[src/rtl/shift_seq_pkg.sv]
// Shared types and constants for the multi-pass shift sequencer.
// Holds the FSM state enum and the shifter control-word packer.
package shift_seq_pkg;

  typedef enum logic [1:0] {
    IDLE,
    RUN,
    DONE
  } state_t;

  localparam int MAX_PASS_AMT = 3;

  function automatic logic [3:0] pack_b(
    input logic       fill,
    input logic [1:0] amt,
    input logic       dir
  );
    return {fill, amt, dir};
  endfunction

endpackage

[src/rtl/arithmetic_shifter.sv]
// Single-pass 0-3 position shifter with fill bit.
// B = {fill, amt[1:0], dir}; dir 0 = left, 1 = right.
module arithmetic_shifter #(
  parameter int WIDTH = 4
) (
  input  logic [WIDTH-1:0] i_a,
  input  logic [3:0]       i_b,
  output logic [WIDTH-1:0] o_x,
  output logic [WIDTH-1:0] o_y
);

  logic             w_fill;
  logic [1:0]       w_amt;
  logic             w_dir;
  logic [WIDTH-1:0] w_ext;
  logic [3*WIDTH-1:0] w_wide;

  assign w_fill = i_b[3];
  assign w_amt  = i_b[2:1];
  assign w_dir  = i_b[0];
  assign w_ext  = {WIDTH{w_fill}};

  // Operand sits in the middle slice; fill enters from the near side,
  // shifted-out bits land in the far slice.
  always_comb begin
    w_wide = '0;
    o_x    = '0;
    o_y    = '0;
    if (!w_dir) begin
      w_wide = {{WIDTH{1'b0}}, i_a, w_ext} << w_amt;
      o_x    = w_wide[2*WIDTH-1:WIDTH];
      o_y    = w_wide[3*WIDTH-1:2*WIDTH];
    end else begin
      w_wide = {w_ext, i_a, {WIDTH{1'b0}}} >> w_amt;
      o_x    = w_wide[2*WIDTH-1:WIDTH];
      o_y    = w_wide[WIDTH-1:0];
    end
  end

endmodule

[src/rtl/shift_sequencer.sv]
// Round-robin two-requester front end that chains shifter passes
// of up to three positions to realise 0-7 position shifts.
module shift_sequencer
  import shift_seq_pkg::*;
#(
  parameter int WIDTH = 4,
  parameter int AMT_W = 3
) (
  input  logic             clk,
  input  logic             rst_n,
  input  logic [1:0]       req_valid,
  output logic [1:0]       req_ready,
  input  logic [WIDTH-1:0] req_data0,
  input  logic [WIDTH-1:0] req_data1,
  input  logic [AMT_W-1:0] req_amt0,
  input  logic [AMT_W-1:0] req_amt1,
  input  logic             req_dir0,
  input  logic             req_dir1,
  input  logic             req_fill0,
  input  logic             req_fill1,
  output logic             rsp_valid,
  input  logic             rsp_ready,
  output logic [WIDTH-1:0] rsp_data,
  output logic             rsp_ovf,
  output logic             rsp_id
);

  state_t           r_state;
  logic [WIDTH-1:0] r_work;
  logic [AMT_W-1:0] r_rem;
  logic             r_ovf;
  logic             r_dir;
  logic             r_fill;
  logic             r_id;
  logic             r_last_id;
  logic             r_rsp_valid;
  logic [WIDTH-1:0] r_rsp_data;
  logic             r_rsp_ovf;
  logic             r_rsp_id;

  logic [1:0]       w_grant;
  logic             w_acc;
  logic             w_acc_id;
  logic [WIDTH-1:0] w_sel_data;
  logic [AMT_W-1:0] w_sel_amt;
  logic             w_sel_dir;
  logic             w_sel_fill;
  logic [1:0]       w_pass;
  logic [AMT_W-1:0] w_rem_nxt;
  logic [3:0]       w_b;
  logic [WIDTH-1:0] w_x;
  logic [WIDTH-1:0] w_y;
  logic             w_ovf_nxt;

  // Both valid: alternate away from the last winner.
  always_comb begin
    w_grant = '0;
    unique case (req_valid)
      2'b11:   w_grant = r_last_id ? 2'b01 : 2'b10;
      2'b10:   w_grant = 2'b10;
      2'b01:   w_grant = 2'b01;
      default: w_grant = '0;
    endcase
  end

  assign req_ready  = (r_state == IDLE) ? w_grant : 2'b00;
  assign w_acc      = |(req_valid & req_ready);
  assign w_acc_id   = req_ready[1];
  assign w_sel_data = w_acc_id ? req_data1 : req_data0;
  assign w_sel_amt  = w_acc_id ? req_amt1  : req_amt0;
  assign w_sel_dir  = w_acc_id ? req_dir1  : req_dir0;
  assign w_sel_fill = w_acc_id ? req_fill1 : req_fill0;

  assign w_pass = (r_rem > AMT_W'(MAX_PASS_AMT))
                ? 2'(MAX_PASS_AMT)
                : r_rem[1:0];
  assign w_rem_nxt = r_rem - AMT_W'(w_pass);
  assign w_b       = pack_b(r_fill, w_pass, r_dir);
  assign w_ovf_nxt = r_ovf | (|w_y);

  arithmetic_shifter #(
    .WIDTH (WIDTH)
  ) u_shifter (
    .i_a (r_work),
    .i_b (w_b),
    .o_x (w_x),
    .o_y (w_y)
  );

  always_ff @(posedge clk or negedge rst_n) begin
    if (!rst_n) begin
      r_state     <= IDLE;
      r_work      <= '0;
      r_rem       <= '0;
      r_ovf       <= 1'b0;
      r_dir       <= 1'b0;
      r_fill      <= 1'b0;
      r_id        <= 1'b0;
      r_last_id   <= 1'b1;
      r_rsp_valid <= 1'b0;
      r_rsp_data  <= '0;
      r_rsp_ovf   <= 1'b0;
      r_rsp_id    <= 1'b0;
    end else begin
      unique case (r_state)
        IDLE: begin
          if (w_acc) begin
            r_work    <= w_sel_data;
            r_rem     <= w_sel_amt;
            r_dir     <= w_sel_dir;
            r_fill    <= w_sel_fill;
            r_id      <= w_acc_id;
            r_last_id <= w_acc_id;
            r_ovf     <= 1'b0;
            r_state   <= RUN;
          end
        end
        RUN: begin
          r_work <= w_x;
          r_ovf  <= w_ovf_nxt;
          r_rem  <= w_rem_nxt;
          if (w_rem_nxt == '0) begin
            r_state     <= DONE;
            r_rsp_valid <= 1'b1;
            r_rsp_data  <= w_x;
            r_rsp_ovf   <= w_ovf_nxt;
            r_rsp_id    <= r_id;
          end
        end
        DONE: begin
          if (rsp_ready) begin
            r_state     <= IDLE;
            r_rsp_valid <= 1'b0;
          end
        end
        default: r_state <= IDLE;
      endcase
    end
  end

  assign rsp_valid = r_rsp_valid;
  assign rsp_data  = r_rsp_data;
  assign rsp_ovf   = r_rsp_ovf;
  assign rsp_id    = r_rsp_id;

endmodule
[config.mk]
export PLATFORM = sky130hd
export DESIGN_NAME = shift_sequencer
export DESIGN_NICKNAME = d
export VERILOG_FILES = /design/src/rtl/shift_seq_pkg.sv /design/src/rtl/arithmetic_shifter.sv /design/src/rtl/shift_sequencer.sv
export SDC_FILE = /design/constraint.sdc
export NUM_CORES = 1
export LEC_CHECK = 0
export CAP_MARGIN = 20
export CORE_ASPECT_RATIO = 0.6
export CORE_UTILIZATION = 42
export DETAILED_ROUTE_END_ITERATION = 8
export PLACE_DENSITY = 0.72
export SLEW_MARGIN = 20
export SYNTH_ARGS = -nofsm -noshare
export SYNTH_HDL_FRONTEND = slang
export SYNTH_SLANG_ARGS = --single-unit
[constraint.sdc]
create_clock -name clk -period 5.35 [get_ports clk]
set_input_delay 1.07 -clock clk [delete_from_list [all_inputs] [get_ports clk]]
set_output_delay 1.07 -clock clk [all_outputs]
set_load 0.01 [all_outputs]
Yosys cells after proc, flatten, opt, wreduce, memory -nomap -nowiden
Index checks and enable logic that the tools add are counted.
{"block": "word_totals", "inputBits": 23, "wordCells": 60, "out_inout_bits": 9, "reg_bits": 21}
{"block": "classes", "reduce_logical": 11, "shifts": 2, "eq_ne": 8, "n_mux": 23, "addsub": 1, "bitwise": 2, "n_lt_le_gt_ge": 1}
{"operator": "2-to-1 mux 4 bit", "count": 4}
{"operator": "2-to-1 mux 2 bit", "count": 6}
{"operator": "one-hot mux 2 bit (3 select lines)", "count": 2}
{"operator": "left shift 8 x 2 -> 12 bit", "count": 1}
{"operator": ">> shifter 12 x 2 -> 8 bit", "count": 1}
{"operator": "one-hot mux 4 bit (2 select lines)", "count": 1}
{"operator": "== test 2 bit (second input constant)", "count": 3}
{"operator": "2-to-1 mux 3 bit", "count": 2}
{"operator": "!= test 2 bit (second input constant)", "count": 3}
{"operator": "one-hot mux 3 bit (2 select lines)", "count": 1}
{"operator": "AND reduction 2 bit", "count": 3}
{"operator": "AND reduction 3 bit", "count": 2}
{"operator": "2-to-1 mux 1 bit", "count": 5}
{"operator": "== test 2 x 1 -> 1 bit (second input constant)", "count": 2}
{"operator": "one-hot mux 1 bit (2 select lines)", "count": 2}
{"operator": "nonzero test 2 bit", "count": 2}
{"operator": "OR reduction 4 bit", "count": 1}
{"operator": "greater-than comparator 3 x 2 -> 1 bit (second input constant)", "count": 1}
{"operator": "logical NOT 3 bit", "count": 1}
{"operator": "subtractor 3 x 2 -> 3 bit", "count": 1}
{"operator": "bitwise AND 2 bit", "count": 1}
{"operator": "logical NOT 2 bit", "count": 1}
{"operator": "OR reduction 2 bit", "count": 1}
{"operator": "OR 1 bit", "count": 1}

Depth between registers and ports, before layout
Gate-level depths: netlist of the first run.
{"block": "logic_depth", "word_depth": 7, "depth_mapped": 8, "ltp_nobuf": 6}

Modules after synthesis
Synthesis of the first run repeated with hierarchy kept, for this count alone.
{"block": "hier_totals", "cells_unflattened": 141, "area_unflattened_um2": 1381.3}
{"mod": "shift_sequencer", "area_per_inst_um2": 1063.5, "cells_each": 95, "n_inst": 1, "seq_area_each_um2": 526.8}
{"mod": "arithmetic_shifter", "area_per_inst_um2": 317.8, "cells_each": 46, "n_inst": 1, "seq_area_each_um2": 0.0}

Worst setup path after synthesis of the first run
Ideal clock, no wire load.
{"block": "synth_path", "kind": "input to output", "startpoint": "input req_valid[1]", "endpoint": "output req_ready[0]", "required_time_ns": 4.280, "n_path_buf": 1, "arrival_time_ns": 1.668, "cell_stages": 3, "path_slack_ns": 2.612, "path_cell_list": "o21ai_0 > buf_2 > nor2_1"}
{"block": "synth_via", "elab_chain_cells": 3, "word_cells_on_any_way": 5, "classes_between": "eq/ne (3); mux (2)"}
{"item": "start: declaration", "line": "shift_sequencer.sv:11", "source": "input logic [1:0] req_valid,"}
{"item": "== test 2 x 1 -> 1 bit or == test 2 bit (tied branches)", "line": "shift_sequencer.sv:58", "source": "unique case (req_valid)"}
{"item": "one-hot mux 2 bit (3 select lines) *", "line": "shift_sequencer.sv:58"}
{"item": "2-to-1 mux 2 bit *", "line": "shift_sequencer.sv:66", "source": "assign req_ready = (r_state == IDLE) ? w_grant : 2'b00;"}
{"item": "end: declaration", "line": "shift_sequencer.sv:12", "source": "output logic [1:0] req_ready,"}
Every way passes the cells marked *; elsewhere a longest branch is shown, timed or not.

Worst setup path in the final report of the first run
{"block": "layout_path", "startpoint": "input req_valid[1]", "endpoint": "output req_ready[1]"}
The elaborated chain is that of the path after synthesis.

==> results of run 1 <==
power by group through the flow:
| stage | Sequential, W | Clock (W) | Combinational [W] |
|---|---|---|---|
| floorplan | 0.000308 | 0 | 0.000497 |
| detailed placement | 0.000381 | 0 | 0.000582 |
| CTS | 0.000378 | 0.000104 | 0.000588 |
| global route | 0.000395 | 0.000111 | 0.000647 |
| global placement | 0.000372 | 0 | 0.000568 |
| finish | 0.000383 | 0.000100 | 0.000590 |
stage by stage:
stage               hold slack (ns)  instances
CTS                           0.488        218
floorplan                     0.443        149
finish                        0.495        218
detailed placement            0.467        214
global placement              0.471        214
global route                  0.517        218
layout make-up:
| class | count | area, um2 | area share [%] |
|---|---|---|---|
| Timing Repair Buffer | 32 | 318 | 18.1 |
| Clock buffer | 4 | 45.0 | 2.56 |
| Multi-Input combinational cell | 113 | 795 | 45.2 |
| Tap cell | 42 | 52.6 | 2.99 |
| Sequential cell | 21 | 527 | 29.9 |
| Inverter | 6 | 22.5 | 1.28 |
how the worst max path moves through the flow:
stage | startpoint | depth (start not counted) | slack (ns) | to
detailed placement | req_valid[1] | 5 | 1.53 | req_ready[1]
CTS | req_valid[1] | 5 | 1.54 | req_ready[1]
finish | req_valid[1] | 5 | 1.53 | req_ready[1]
global route | req_valid[1] | 5 | 1.44 | req_ready[1]
global placement | req_valid[1] | 5 | 1.61 | req_ready[1]
floorplan | req_valid[1] | 3 | 2.61 | req_ready[0]
kinds of logic (layout without fill, tap and decap cells):
logic type,after synthesis,after routing,synth area share (%)
compound gates,54,54,29.1
xor+xnor,1,1,0.616
fa+ha+maj,2,2,1.76
buf+inv,15,42,7.04
flops,21,21,37.1
mux,10,10,7.66
simple gates,46,46,16.7
worst max-delay path: cells and delay by family:
family,cells,cell delay [ns]
buf+inv,3,1.23
simple gates,1,0.13
compound gates,1,0.31
routing by layer:
layer	wire, um	GRT usage, %	vias up
met1	1830	30.3	627
met3	217	5.24	2
li1	-	-	616
met2	1650	34.3	45
met4	13	4.15	0
met5	0	0	-
cell usage after synthesis, drive strengths merged (2+ instances only):
library cell,instances,area (um2)
buf,7,58.8
o211ai,2,15.0
nand2b,3,18.8
a22o,3,26.3
a21oi,5,25.0
o311ai,2,17.5
nand2,18,75.1
ha,2,25.0
a211oi,4,35.0
a31oi,2,12.5
nor2b,2,12.5
o221ai,5,43.8
nor3,4,25.0
mux2,4,48.8
a21boi,3,33.8
a21o,2,15.0
o31ai,4,30.0
o21ai,11,55.1
dfrtp,20,500
mux2i,6,60.1
inv,6,22.5
nand3,5,30.0
a211o,3,27.5
nor2,8,30.0
clkbuf,2,18.8
sequential cells by signal, indices dropped and copies added, names as in the netlist:
signal,cells
rsp_id,1
rsp_valid,1
r_state,2
r_work,4
rsp_ovf,1
r_dir,1
r_ovf,1
r_fill,1
r_last_id,1
rsp_data,4
r_rem,3
r_id,1
cells in the final DEF, fill, tap and decap left out, types with 2 or more instances in the layout:
master / n
a211o_1: 2
a211oi_1: 3
a21boi_0: 2
a21o_1: 2
a21oi_1: 5
a22o_1: 3
a31oi_1: 2
clkbuf_8: 3
clkdlybuf4s50_1: 31
dfrtp_1: 20
ha_1: 2
inv_1: 6
mux2_2: 3
mux2i_1: 6
nand2_1: 17
nand2b_1: 3
nand3_1: 4
nor2_1: 8
nor2b_1: 2
nor3_1: 3
o211ai_1: 2
o21ai_0: 11
o221ai_1: 5
o31ai_1: 4
==> key figures, run 1 <==
Outcome
  – Status: finished, final reports clean

STA
  – Final setup violation count: 0
  – Setup tns final: 0 ns
  – Tcrit/Tclk final: between 70% and 80%
  – Minimum clock period after layout: about 3.8 ns
  – Unrepaired setup endpoints after global routing: no
  – Worst-Margin Slew: ~0.93 ns
  – Fin. max-slew vios: 0
  – Fmax achieved: 0.262 GHz
  – Setup WS post-layout: between 1.5 and 2 ns
  – Worst clock skew: between 0.003 and 0.004 ns
  – Final Hold Viols: 0
  – Slew HR: ~38%

Clocking
  – CTS Hold Bufs: 0
  – Post-CTS Setup Bufs: 0
  – Clock Pin Slew Worst Setup and Hold Paths: ~0.070 ns
  – Post-CTS Resized: 0
  – Num CTS Buffers: 3
  – H-Tree Depth: 1
  – TritonCTS clock tree: done
  – Clock sinks: 21
  – Clk buf depth: 2
  – Clk_lat worst skew: 0.25 ns
  – CTS Root Cell: clkbuf_8

Route
  – Wire per inst: approximately 17 um
  – Iter 0 DRT Violations: a little over 90
  – DRT Wirelength: between 3000 and 4000 um
  – DRC: 0
  – Final ANT Viol Nets: 0
  – Vias: ~1300
  – DR pass1 iterations: 4
  – Vias per Instance: around 5.9

Min path
  – Hold path depth: 2
  – Hold path start: r_id
  – Worst min path class: reg -> reg
  – Worst Hold End: r_id

Logic synthesis
  – Yosys cell types: 52
  – EDFF count, synth: 0
  – Syn Area/Cell: approximately 9.5 um2
  – Synth warn: 0
  – Mapped Cells: 149
  – Syn Nets: 174
  – FF+latch count, synth: 21
  – Sequential area share after synthesis: between 30% and 40%
  – Mapped Area: between 1000 and 1500 um2
  – Main flop type after synthesis: dfrtp_1
  – Post-synth ARST share: between 90% and 100%

GRT
  – Initial antenna violation count: 0
  – Global Route Usage Sum: between 20 and 25%
  – Vias in the first global route: between 1000 and 1500
  – GRT overflow: 0
  – Largest net degree at the start of global routing: 23
  – First-pass GRT wire length: around 5700 um

Critical path
  – CP Cell Sequence: clkdlybuf4s50_1 -> a21boi_4 -> nand2_4 -> inv_1 -> clkdlybuf4s50_1
  – Critical path class: in -> out
  – Beginning of the worst register-to-register path: r_rem[0]
  – Worst path slowest cell: clkdlybuf4s50_1
  – Reg2reg path depth: 6
  – Critical-path maximum fanout: 8
  – CP required: 4.28 ns
  – Arr. time, crit path: 2.75 ns
  – Cell mode on critical path: clkdlybuf4s50_1
  – Startpoint Class: primary input
  – FF-to-FF End: rsp_data[1]
  – Slowest stage delay, CP: around 0.56 ns
  – Flop2flop setup slack: roughly 3 ns
  – CP endpoint kind: output port

Floorplan
  – Die ar.: between 3000 and 4000 um2
  – Die Wd: 77.1 um
  – Starting Density: between 40% and 50%
  – Cell Rows: 15
  – Placeable Area: between 3000 and 4000 um2
  – Io pins: 32
  – Die Height: approximately 47 um

Power
  – PwrDens: 610 nW/um2
  – Net switching power: roughly 0.00049 W
  – Part of the power in registers: a little over a third
  – Total Power: between 0.001 and 0.0015 W
  – Lkg Pwr: 0.737 nW
  – Logic gate share of total power: between 50 and 60%
  – Clock power share: 9.3%
  – Int Pwr: roughly 0.00058 W
  – Switching Fraction: 45.9%
  – IR Drop Worst-Case VDD: about 0.00023 V

Placed design
  – Dpl hpwl: ~2800 um
  – Worst slack at placement: approximately 1.5 ns
  – DP Area: between 1500 and 2000 um2
  – I/O Buffers: 31
  – Final GP Congestion: between 0.9 and 1

Cells and area
  – Area grow syn2layout: 23.8%
  – Ant diodes: 0
  – Final net count: between 200 and 250
  – Filler cell count: about 290
  – Design area: around 1800 um2
  – Final core occ: approximately 58%
  – Layout cells sized above 1: a little under an eighth

Flow run
  – Maxcap violations: 0
Power figures use the tool's default switching activity.
==> run 2: changes to the inputs <==
Clock period 5.35 ns to 3.9 ns, I/O delays scaled along.
==> run 2 against run 1 <==
Net effect: via count increased by 3.6%; clock skew rose by 0.0029 ns; critical path depth did not move; largest power group unchanged.
==> key figures, run 2 (synthesized netlist as in run 1, its figures left out) <==
Cells and area
  – Final net count: ~200
  – Layout cells sized above 1: 11.9%
  – Area grow syn2layout: 23.4%
  – Register area: 527 um2
  – Multi-input logic area: just under 800 um2
  – Most frequent cells in the layout: clkdlybuf4s50_1 (30), dfrtp_1 (20), nand2_1 (17)
  – Commonest non-fill, non-tap cell in the layout: clkdlybuf4s50_1
  – Ant diodes: 0
  – Filler cell count: between 200 and 300

STA
  – Worst clock skew: about 0.0065 ns
  – Final setup violation count: 0
  – Fmax achieved: slightly above 0.3 GHz
  – Fin. max-slew vios: 0
  – Slew HR: between 50% and 60%
  – Minimum clock period after layout: about 3.2 ns
  – Setup WS post-layout: around 0.66 ns
  – Tcrit/Tclk final: 83.1%
  – Setup tns final: 0 ns
  – Worst-Margin Slew: roughly 0.66 ns
  – Unrepaired setup endpoints after global routing: no
  – Final Hold Viols: 0

Floorplan
  – Die ar.: around 3600 um2
  – Die Height: 47.1 um
  – Io pins: 32
  – Starting Density: ~47%
  – Cell Rows: 15
  – Die Wd: slightly below 80 um
  – Placeable Area: about 3000 um2

Power
  – Part of the power in registers: a little over a third
  – Switching Fraction: 46.2%
  – Net switching power: 0.000684 W
  – IR Drop Worst-Case VDD: around 0.0004 V
  – Lkg Pwr: around 0.74 nW
  – Int Pwr: 0.000796 W
  – PwrDens: around 840 nW/um2
  – Logic gate share of total power: 55.0%
  – Clock power share: 9.7%

Route
  – DR pass1 iterations: 4
  – Vias per Instance: just over 6
  – Wire per inst: around 17 um
  – DRC: 0
  – Iter 0 DRT Violations: roughly 120
  – Final ANT Viol Nets: 0
  – Vias: 1336
  – DRT Wirelength: 3750 um

Min path
  – Worst min path class: in -> async

Clocking
  – CTS Root Cell: clkbuf_8
  – Post-CTS Resized: 0
  – H-Tree Depth: 1
  – Clock sinks: 21
  – Post-CTS Setup Bufs: 0
  – Clk buf depth: 2
  – TritonCTS clock tree: done
  – Num CTS Buffers: 3
  – Clock Pin Slew Worst Setup and Hold Paths: ~0.080 ns
  – CTS Hold Bufs: 0
  – Clk_lat worst skew: about 0.26 ns

GRT
  – GRT overflow: 0
  – Global Route Usage Sum: roughly 22%
  – First-pass GRT wire length: around 5800 um
  – Largest net degree at the start of global routing: 23
  – Initial antenna violation count: 0
  – Vias in the first global route: around 1100

Critical path
  – Arr. time, crit path: roughly 2.5 ns
  – Cell mode on critical path: clkdlybuf4s50_1
  – Slowest stage delay, CP: around 0.55 ns
  – CP required: ~3.1 ns
  – Startpoint Class: primary input
  – CP endpoint kind: output port
  – Critical-path maximum fanout: 8
  – CP Cell Sequence: clkdlybuf4s50_1 -> a21boi_4 -> nand2_4 -> inv_1 -> clkdlybuf4s50_1
  – Worst path slowest cell: clkdlybuf4s50_1
  – Critical path class: in -> out

Flow run
  – Maxcap violations: 0

Placed design
  – I/O Buffers: 31
  – Final GP Congestion: between 0.9 and 1
  – Worst slack at placement: around 0.67 ns
  – Dpl hpwl: roughly 2800 um

Outcome
  – Status: finished, final reports clean
## run 2: cell count changes in the layout (fill, tap and decap cells not counted), sizes merged
cell,before,now
buf,1,2
clkdlybuf4s50,31,30
## run 2: area by class of cell
type                            count  area share (%)
Multi-Input combinational cell    113            45.3
Sequential cell                    21            30.0
Timing Repair Buffer               32            17.8
Tap cell                           42            3.00
Clock buffer                        4            2.57
Inverter                            6            1.28
## run 2: power groups by stage
stage / combinational [W] / sequential [W] / clock (W)
2_1_floorplan: 0.000682 / 0.000423 / 0
3_3_place_gp: 0.000779 / 0.000511 / 0
4_1_cts: 0.000809 / 0.000517 / 0.000144
5_1_grt: 0.000894 / 0.000543 / 0.000154
3_5_place_dp: 0.000798 / 0.000519 / 0
6_report: 0.000814 / 0.000523 / 0.000143
## run 2: routing by layer
layer  global-route usage, %  vias to the layer above  share of wire [%]
met5                       0                        -                  0
met4                    5.66                        0                2.3
li1                        -                      613                  -
met2                    31.4                       84                 41
met3                    7.38                       12                 11
met1                    31.7                      627                 46
## run 2: metrics by stage
stage,utilization (%),hold slack [ns],total power [W],cell area (um2),cells
global route,57.7,0.510,0.00159,1750,218
global placement,56.4,0.471,0.00129,1710,214
floorplan,-,0.443,0.00111,1420,149
detailed placement,56.4,0.478,0.00132,1710,214
finish,57.7,0.464,0.00148,1750,218
CTS,57.9,0.498,0.00147,1760,218
## run 2: critical path, delay by kind of cell
kind,cells,cell delay [ns]
AO/OA/AOI/OAI,1,0.31
buffers and inverters,3,1.23
AND/OR/NAND/NOR,1,0.14
## run 2: path summary, 6_finish.rpt
path | startpoint | to | slack, ns | depth (start not counted)
setup / recovery | req_valid[1] | req_ready[1] | 0.66 | 5
hold reg to reg | r_last_id | r_last_id | 0.50 | 2
min in group clk | r_last_id | r_last_id | 0.50 | 2
max in group asynchronous | rst_n | r_last_id | 3.09 | 1
hold / removal | rst_n | r_work[2] | 0.46 | 1
setup reg to reg | r_rem[0] | rsp_data[1] | 1.58 | 6
